--- src/rtl/ecomp_sat_adder_pipe.sv ---
// Pipelined error-compensation adder: partial sum + error term with overflow flag,
// optional saturation, and a saturation-event counter. One global advance enable.
module ecomp_sat_adder_pipe #(
  parameter int unsigned ERR_W    = 16,
  parameter int unsigned PSUM_W   = 24,
  parameter int unsigned SIGNED   = 1,
  parameter int unsigned SATURATE = 1,
  parameter int unsigned PIPE     = 2,
  parameter int unsigned CNT_W    = 16
) (
  input  logic              clk,
  input  logic              rst_n,
  input  logic              in_valid,
  output logic              in_ready,
  input  logic [ERR_W-1:0]  error_sum,
  input  logic [PSUM_W-1:0] partial_sum_in,
  input  logic              in_last,
  output logic              out_valid,
  input  logic              out_ready,
  output logic [PSUM_W-1:0] sum,
  output logic              out_last,
  output logic              ovf,
  output logic [CNT_W-1:0]  sat_cnt,
  input  logic              clr_cnt
);

  localparam int unsigned ExtW = PSUM_W + 1;

  if (ERR_W > PSUM_W) begin : g_chk_err_w
    $error("ecomp_sat_adder_pipe: ERR_W must not exceed PSUM_W");
  end
  if (PIPE != 1 && PIPE != 2) begin : g_chk_pipe
    $error("ecomp_sat_adder_pipe: PIPE must be 1 or 2");
  end

  logic              adv;
  logic              out_valid_q, out_last_q, ovf_q;
  logic [PSUM_W-1:0] sum_q;
  logic [CNT_W-1:0]  sat_cnt_q, sat_cnt_d;

  logic              psum_sign, err_sign;
  logic [ExtW-1:0]   psum_ext, err_ext;
  logic [ExtW-1:0]   op_a, op_b, raw;
  logic              op_valid, op_last;
  logic              ovf_raw, ovf_d, last_d;
  logic [PSUM_W-1:0] sat_val, res_d;

  // Every stage shifts together, bubbles included, whenever the output slot frees up.
  assign adv      = !out_valid_q || out_ready;
  assign in_ready = adv;

  assign psum_sign = (SIGNED != 0) && partial_sum_in[PSUM_W-1];
  assign err_sign  = (SIGNED != 0) && error_sum[ERR_W-1];
  assign psum_ext  = {psum_sign, partial_sum_in};
  assign err_ext   = {{(ExtW-ERR_W){err_sign}}, error_sum};

  if (PIPE == 2) begin : g_pipe2
    logic            s1_valid_q, s1_last_q;
    logic [ExtW-1:0] s1_a_q, s1_b_q;

    always_ff @(posedge clk or negedge rst_n) begin
      if (!rst_n) begin
        s1_valid_q <= 1'b0;
        s1_last_q  <= 1'b0;
        s1_a_q     <= '0;
        s1_b_q     <= '0;
      end else if (adv) begin
        s1_valid_q <= in_valid;
        s1_last_q  <= in_last;
        s1_a_q     <= psum_ext;
        s1_b_q     <= err_ext;
      end
    end

    assign op_valid = s1_valid_q;
    assign op_last  = s1_last_q;
    assign op_a     = s1_a_q;
    assign op_b     = s1_b_q;
  end else begin : g_pipe1
    assign op_valid = in_valid;
    assign op_last  = in_last;
    assign op_a     = psum_ext;
    assign op_b     = err_ext;
  end

  always_comb begin
    raw = op_a + op_b;
    if (SIGNED != 0) begin
      // Extension bit disagreeing with the result MSB means the true value left the range.
      ovf_raw = raw[PSUM_W] ^ raw[PSUM_W-1];
      sat_val = raw[PSUM_W] ? {1'b1, {(PSUM_W-1){1'b0}}} : {1'b0, {(PSUM_W-1){1'b1}}};
    end else begin
      ovf_raw = raw[PSUM_W];
      sat_val = '1;
    end
    res_d  = ((SATURATE != 0) && ovf_raw) ? sat_val : raw[PSUM_W-1:0];
    ovf_d  = op_valid && ovf_raw;
    last_d = op_valid && op_last;
  end

  always_ff @(posedge clk or negedge rst_n) begin
    if (!rst_n) begin
      out_valid_q <= 1'b0;
      out_last_q  <= 1'b0;
      ovf_q       <= 1'b0;
      sum_q       <= '0;
    end else if (adv) begin
      out_valid_q <= op_valid;
      out_last_q  <= last_d;
      ovf_q       <= ovf_d;
      sum_q       <= res_d;
    end
  end

  always_comb begin
    sat_cnt_d = sat_cnt_q;
    if (clr_cnt) begin
      sat_cnt_d = '0;
    end else if (out_valid_q && out_ready && ovf_q && (sat_cnt_q != '1)) begin
      sat_cnt_d = sat_cnt_q + CNT_W'(1);
    end
  end

  always_ff @(posedge clk or negedge rst_n) begin
    if (!rst_n) begin
      sat_cnt_q <= '0;
    end else begin
      sat_cnt_q <= sat_cnt_d;
    end
  end

  assign out_valid = out_valid_q;
  assign out_last  = out_last_q;
  assign ovf       = ovf_q;
  assign sum       = sum_q;
  assign sat_cnt   = sat_cnt_q;

endmodule

--- config.mk ---
export PLATFORM = sky130hd
export DESIGN_NAME = ecomp_sat_adder_pipe
export DESIGN_NICKNAME = d
export VERILOG_FILES = /design/src/rtl/ecomp_sat_adder_pipe.sv
export SDC_FILE = /design/constraint.sdc
export NUM_CORES = 1
export LEC_CHECK = 0
export BUFFER_PORTS_ARGS = -buffer_cell sky130_fd_sc_hd__buf_2
export CORE_ASPECT_RATIO = 0.75
export CORE_MARGIN = 2
export CORE_UTILIZATION = 50
export DETAILED_ROUTE_END_ITERATION = 8
export GPL_TIMING_DRIVEN = 0
export PLACE_DENSITY = 0.71
export SLEW_MARGIN = 20
export SYNTH_ARGS = -nofsm -noshare
export SYNTH_HDL_FRONTEND = slang
export SYNTH_SLANG_ARGS = --single-unit
--- constraint.sdc ---
create_clock -name clk -period 3 [get_ports clk]
set_input_delay 0.15 -clock clk [delete_from_list [all_inputs] [get_ports clk]]
set_output_delay 0.15 -clock clk [all_outputs]
set_load 0.05 [all_outputs]
# Yosys cells after proc, flatten, opt, wreduce, memory -nomap -nowiden
# Index checks and enable logic that the tools add are counted.
[totals]
register_bits = 85
wordCells = 25
[op_classes]
add_sub_neg = 2
n_eq_ne = 1
n_mux = 4
n_bitwise = 1
n_reduce_logical = 8
[ops]
columns = ["cell", "count"]
rows = [
  ["$mux W24", 2],
  ["$mux W16", 2],
  ["$add A24 B16 Y25", 1],
  ["$add A16 B1 Y16 const B", 1],
  ["$ne A16 B16 Y1 const B", 1],
  ["$logic_and A1 B1 Y1", 5],
  ["$reduce_bool A2 Y1", 1],
  ["$logic_not A1 Y1", 1],
  ["$logic_or A1 B1 Y1", 1],
  ["$xor A1 B1 Y1", 1],
]

# Logic depth before layout (Yosys ltp)
[logic_depth]
depth_word = 5
mapped_depth = 14
mapped_depth_nobuf = 12

# Worst setup path before layout
# No wires, ideal clock.
[synth_timing]
kind = "reg2reg"
startpoint = "register, netlist name g_pipe2.s1_b_q[15]"
endpoint = "register sum_q[12] (netlist: sum[12])"
synth_period_minus_slack_ns = 2.773
setup_slack_ns = 0.227
arrival_ns = 2.652
setup_ns = 0.121
path_buffers = 3
path_stages_with_launch = 13
cell_sequence = "dfrtp_1 -> ha_1 -> buf_2 -> nand3_1 -> or2_2 -> a211o_1 -> and2_4 -> a211o_1 -> or2_1 -> buf_6 -> buf_12 -> nand2_2 -> a21oi_2"
[synth_between]
elab_chain_len = 3
[synth_rtl]
columns = ["element", "line", "text"]
rows = [
  ["$add A24 B16 Y25 (*)", "87", "raw = op_a + op_b;"],
  ["$mux W24 or $xor A1 B1 Y1 (tied branches)", "91, 90", ""],
  ["$mux W24 (*)", "96", "res_d = ((SATURATE != 0) && ovf_raw) ? sat_val : raw[PSUM_W-1:0];"],
  ["to (signal assigned)", "111", "sum_q <= res_d;"],
  ["to (decl)", "38", "logic [PSUM_W-1:0] sum_q;"],
]
# Every way passes the cells marked *; elsewhere a longest branch is shown, timed or not.
# A chain may end at the register's enable or synchronous reset.

# Worst setup path after layout
[layout_timing]
startpoint = "register g_pipe2.s1_a_q[4]"
endpoint = "register sum_q[16] (netlist: sum[16])"
[layout_between]
elab_chain_len = 3
[layout_rtl]
columns = ["element", "line", "text"]
rows = [
  ["from (decl)", "59", "logic [ExtW-1:0] s1_a_q, s1_b_q;"],
  ["from (signal assigned)", "70", "s1_a_q <= psum_ext;"],
  ["$add A24 B16 Y25 (*)", "87", ""],
  ["$mux W24 or $xor A1 B1 Y1 (tied branches)", "91, 90", ""],
  ["$mux W24 (*)", "96", ""],
]
# Marked as above.

==> flow_metrics.py <==
metrics = {
    "cts": {
        "clockBufferDepth": 2,
        "numCtsBuffers": 9,
        "clk_pin_slew_ns": 0.06,
        "htree_num_levels": 3,
        "cts_sinks": 85,
        "clockRootBuffer": "clkbuf_16",
        "cts_tree": "done",
        "clk-insertion-delay-late_ns": 0.35,
    },
    "pwr": {
        "peakVddDrop_mv": 0.538,
        "switching_share": 0.436,
        "power_mw": 4.99,
        "p_leak_nw": 2.94,
        "p_seq_frac": 0.309,
        "pwr-share-clk": 0.220,
        "power.switching_mw": 2.18,
        "powerDensity_nw_per_um2": 819,
        "pwr-share-comb": 0.470,
        "intPower_mw": 2.82,
    },
    "sta": {
        "holdWs_ns": 0.00606,
        "slew_viol_final": 0,
        "tns_ns": 0,
        "fmax_mhz": 337,
        "period_needed_ns": 2.97,
        "setup_violations": 0,
        "slew_headroom": 0.636,
        "skew_ns": 0.0100,
        "hold_viol": 0,
        "worst_pin_slew_ns": 0.546,
        "post-route-period-util": 0.988,
    },
    "setup_path": {
        "endpoint_kind": "flip-flop",
        "worstSetupStartpoint": "g_pipe2.s1_a_q[4]",
        "cp_max_fo": 10,
        "regToRegSetupSlack_ns": 0.03,
        "critPathKind": "reg -> reg",
        "rr_worst_depth": 12,
        "r2r-start": "g_pipe2.s1_a_q[4]",
        "required_ns": 3.23,
        "cp_data_arrival_time_ns": 3.19,
        "r2r-end": "sum[16]",
        "setup.worst_path.end": "sum[16]",
        "worst_setup_path_start_kind": "flip-flop",
    },
    "synthesis": {
        "yosysSeqAreaShare": 0.447,
        "yosys.area.top_type": "dfrtp_1",
        "ys_seq_elements": 85,
        "syn_nets": 626,
        "ys.flop_type": "dfrtp_1",
        "synth_most_common_cell": "nand2_1",
        "yosysWarnings": 0,
        "synth_edf_count": 0,
        "yosys-top-cells-count": "148 x nand2_1, 85 x dfrtp_1, 52 x nor2_1, 43 x a21oi_1, 25 x ha_1",
        "synth_top_cells_by_area": "dfrtp_1 45%, nand2_1 12%, ha_1 6.6%",
        "netlist_area_um2": 4760,
        "synthArstFlopShare": 1.00,
        "synth_cells": 554,
        "synthDistinctLibCells": 51,
        "postSynthAreaPerCell_um2": 8.59,
        "synth_top_area_share": 0.447,
    },
    "floorplanning": {
        "die_y_um": 88.5,
        "design.core.area_um2": 9160,
        "io_pins": 90,
        "initial_core_util": 0.520,
        "die-width_um": 117,
        "dieArea_um2": 10300,
        "rows": 30,
    },
    "placement": {
        "gp_congestion": 0.886,
        "dp_hpwl_um": 8720,
        "io_buffers": 88,
        "dp.cells": 771,
    },
    "global_route": {
        "grt_max_degree": 59,
        "grt_antenna_before_repair": 0,
        "grt_pass1_vias": 4022,
        "track_usage": 0.242,
        "grt_first_pass_wirelength_um": 19100,
        "overflow": 0,
    },
    "detailed_routing": {
        "postRouteAntennaNets": 0,
        "dr.pass1.iters": 4,
        "dr_total_vias": 4239,
        "avgRoutedWirePerCell_um": 14.7,
        "viasPerCell": 5.21,
        "detail_route.iter0.violations": 304,
        "drc": 0,
        "drt-total-wl_um": 11900,
    },
    "cells_and_area": {
        "drive_gt1_frac": 0.241,
        "n_fill_cell": 785,
        "nets": 753,
        "finish.utilization": 0.665,
        "n_antenna_cell": 0,
        "area_growth_syn_to_layout_pct": 28.1,
        "final_cell_count_no_fill": 813,
    },
    "flow_run": {
        "cap_violations": 0,
    },
    "worst_hold_path": {
        "hold_depth": 3,
        "worstHoldPathType": "in -> reg",
    },
    "run_status": {
        "status": "finished, final reports clean",
    },
}
## flip-flops by register name, summed over array words and instances, names as in the netlist
name / cells
g_pipe2.s1_b_q: 16
g_pipe2.s1_a_q: 24
out_valid: 1
g_pipe2.s1_valid_q: 1
sat_cnt: 16
sum: 24
ovf: 1
g_pipe2.s1_last_q: 1
out_last: 1
## power by group through the flow
stage | logic (mW) | clock network (mW) | registers, mW
5_1_grt | 2.54 | 1.17 | 1.57
3_3_place_gp | 2.13 | 0 | 1.55
2_1_floorplan | 1.12 | 0 | 2.08
3_5_place_dp | 2.18 | 0 | 1.56
6_report | 2.35 | 1.10 | 1.54
4_1_cts | 2.25 | 1.12 | 1.54
## through the flow
step	setup slack [ns]	cell area [um2]
global placement	-0.143	5360
finish	0.0349	6090
floorplan	0.227	4760
detailed placement	-0.188	5390
CTS	0.000483	5960
global route	-0.00883	6090
## repair_timing
item                                    CTS  global route
hold endpoints to repair                 48             0
hold buffers                             22             0
gates resized for setup                   8            23
pin swaps                                 5            10
endpoints found under the setup margin   24            25
buffers inserted                          3             3
## worst max-delay path, stage by stage, from the launching register on
cell and delay [ns]:
dfrtp_1 0.43, ha_4 0.33, a21oi_1 0.07, o21ai_0 0.32, o21bai_2 0.14, a211o_1 0.34, and2_4 0.20, a211o_4 0.35
or2_1 0.24, buf_6 0.14, buf_12 0.14, nand2_2 0.08, a21oi_2 0.06
## cell usage in the layout, fill, tap and decap left out, types with 3 or more instances in the layout
cell type,instances
ha_4,4
nor2_1,51
a21oi_2,12
buf_2,89
a31oi_1,6
o21a_1,5
and3_1,4
dfrtp_1,84
inv_1,9
buf_4,8
clkbuf_16,9
nand2_2,10
nand2b_1,4
clkbuf_1,15
dlygate4sd3_1,22
xnor2_1,17
nand4_1,5
o21ai_0,22
nand3b_1,3
nand2_1,147
or3_1,3
ha_1,20
a21o_1,8
nand3_1,14
a21oi_1,42
xor2_1,15
## worst min-delay path by stage
| stage | from | end | slack (ns) |
|---|---|---|---|
| 6_report | partial_sum_in[17] | g_pipe2.s1_a_q[17] | 0.006 |
| 5_1_grt | partial_sum_in[17] | g_pipe2.s1_a_q[17] | 0.007 |
| 4_1_cts | partial_sum_in[17] | g_pipe2.s1_a_q[17] | 0.00008 |
| 3_5_place_dp | rst_n | g_pipe2.s1_a_q[23] | 0.1 |
| 3_3_place_gp | partial_sum_in[0] | g_pipe2.s1_a_q[0] | 0.35 |
| 2_1_floorplan | rst_n | g_pipe2.s1_a_q[0] | -0.15 |
## area by class of cell
cell class | instances | area, um2 | area share
multi-input cells | 432 | 2600 | 0.426
flip-flops and latches | 85 | 2130 | 0.349
repair buffers | 117 | 736 | 0.121
clock buffers | 9 | 225 | 0.0370
well taps | 128 | 160 | 0.0263
plain buffers | 25 | 140 | 0.0230
clock inverters | 6 | 65.1 | 0.0107
inverters | 11 | 41.3 | 0.00677
## metal layers
layer / up-vias / part of all wire / global-route usage
met4: 0 / 0.014 / 0.0706
met2: 122 / 0.42 / 0.368
li1: 2117 / - / -
met5: - / 0 / 0
met3: 16 / 0.049 / 0.0493
met1: 1984 / 0.51 / 0.352
## logic make-up after synthesis
logic type	Yosys count	synth area share
AOI/OAI and AO/OA	117	0.154
xor gates and xnor gates	32	0.0589
adders and majority gates	26	0.0699
buffers and inverters	37	0.0373
DFF	85	0.447
muxes	1	0.00210
and+or+nand+nor	256	0.231
No activity file was read; power rests on OpenSTA's default activity.
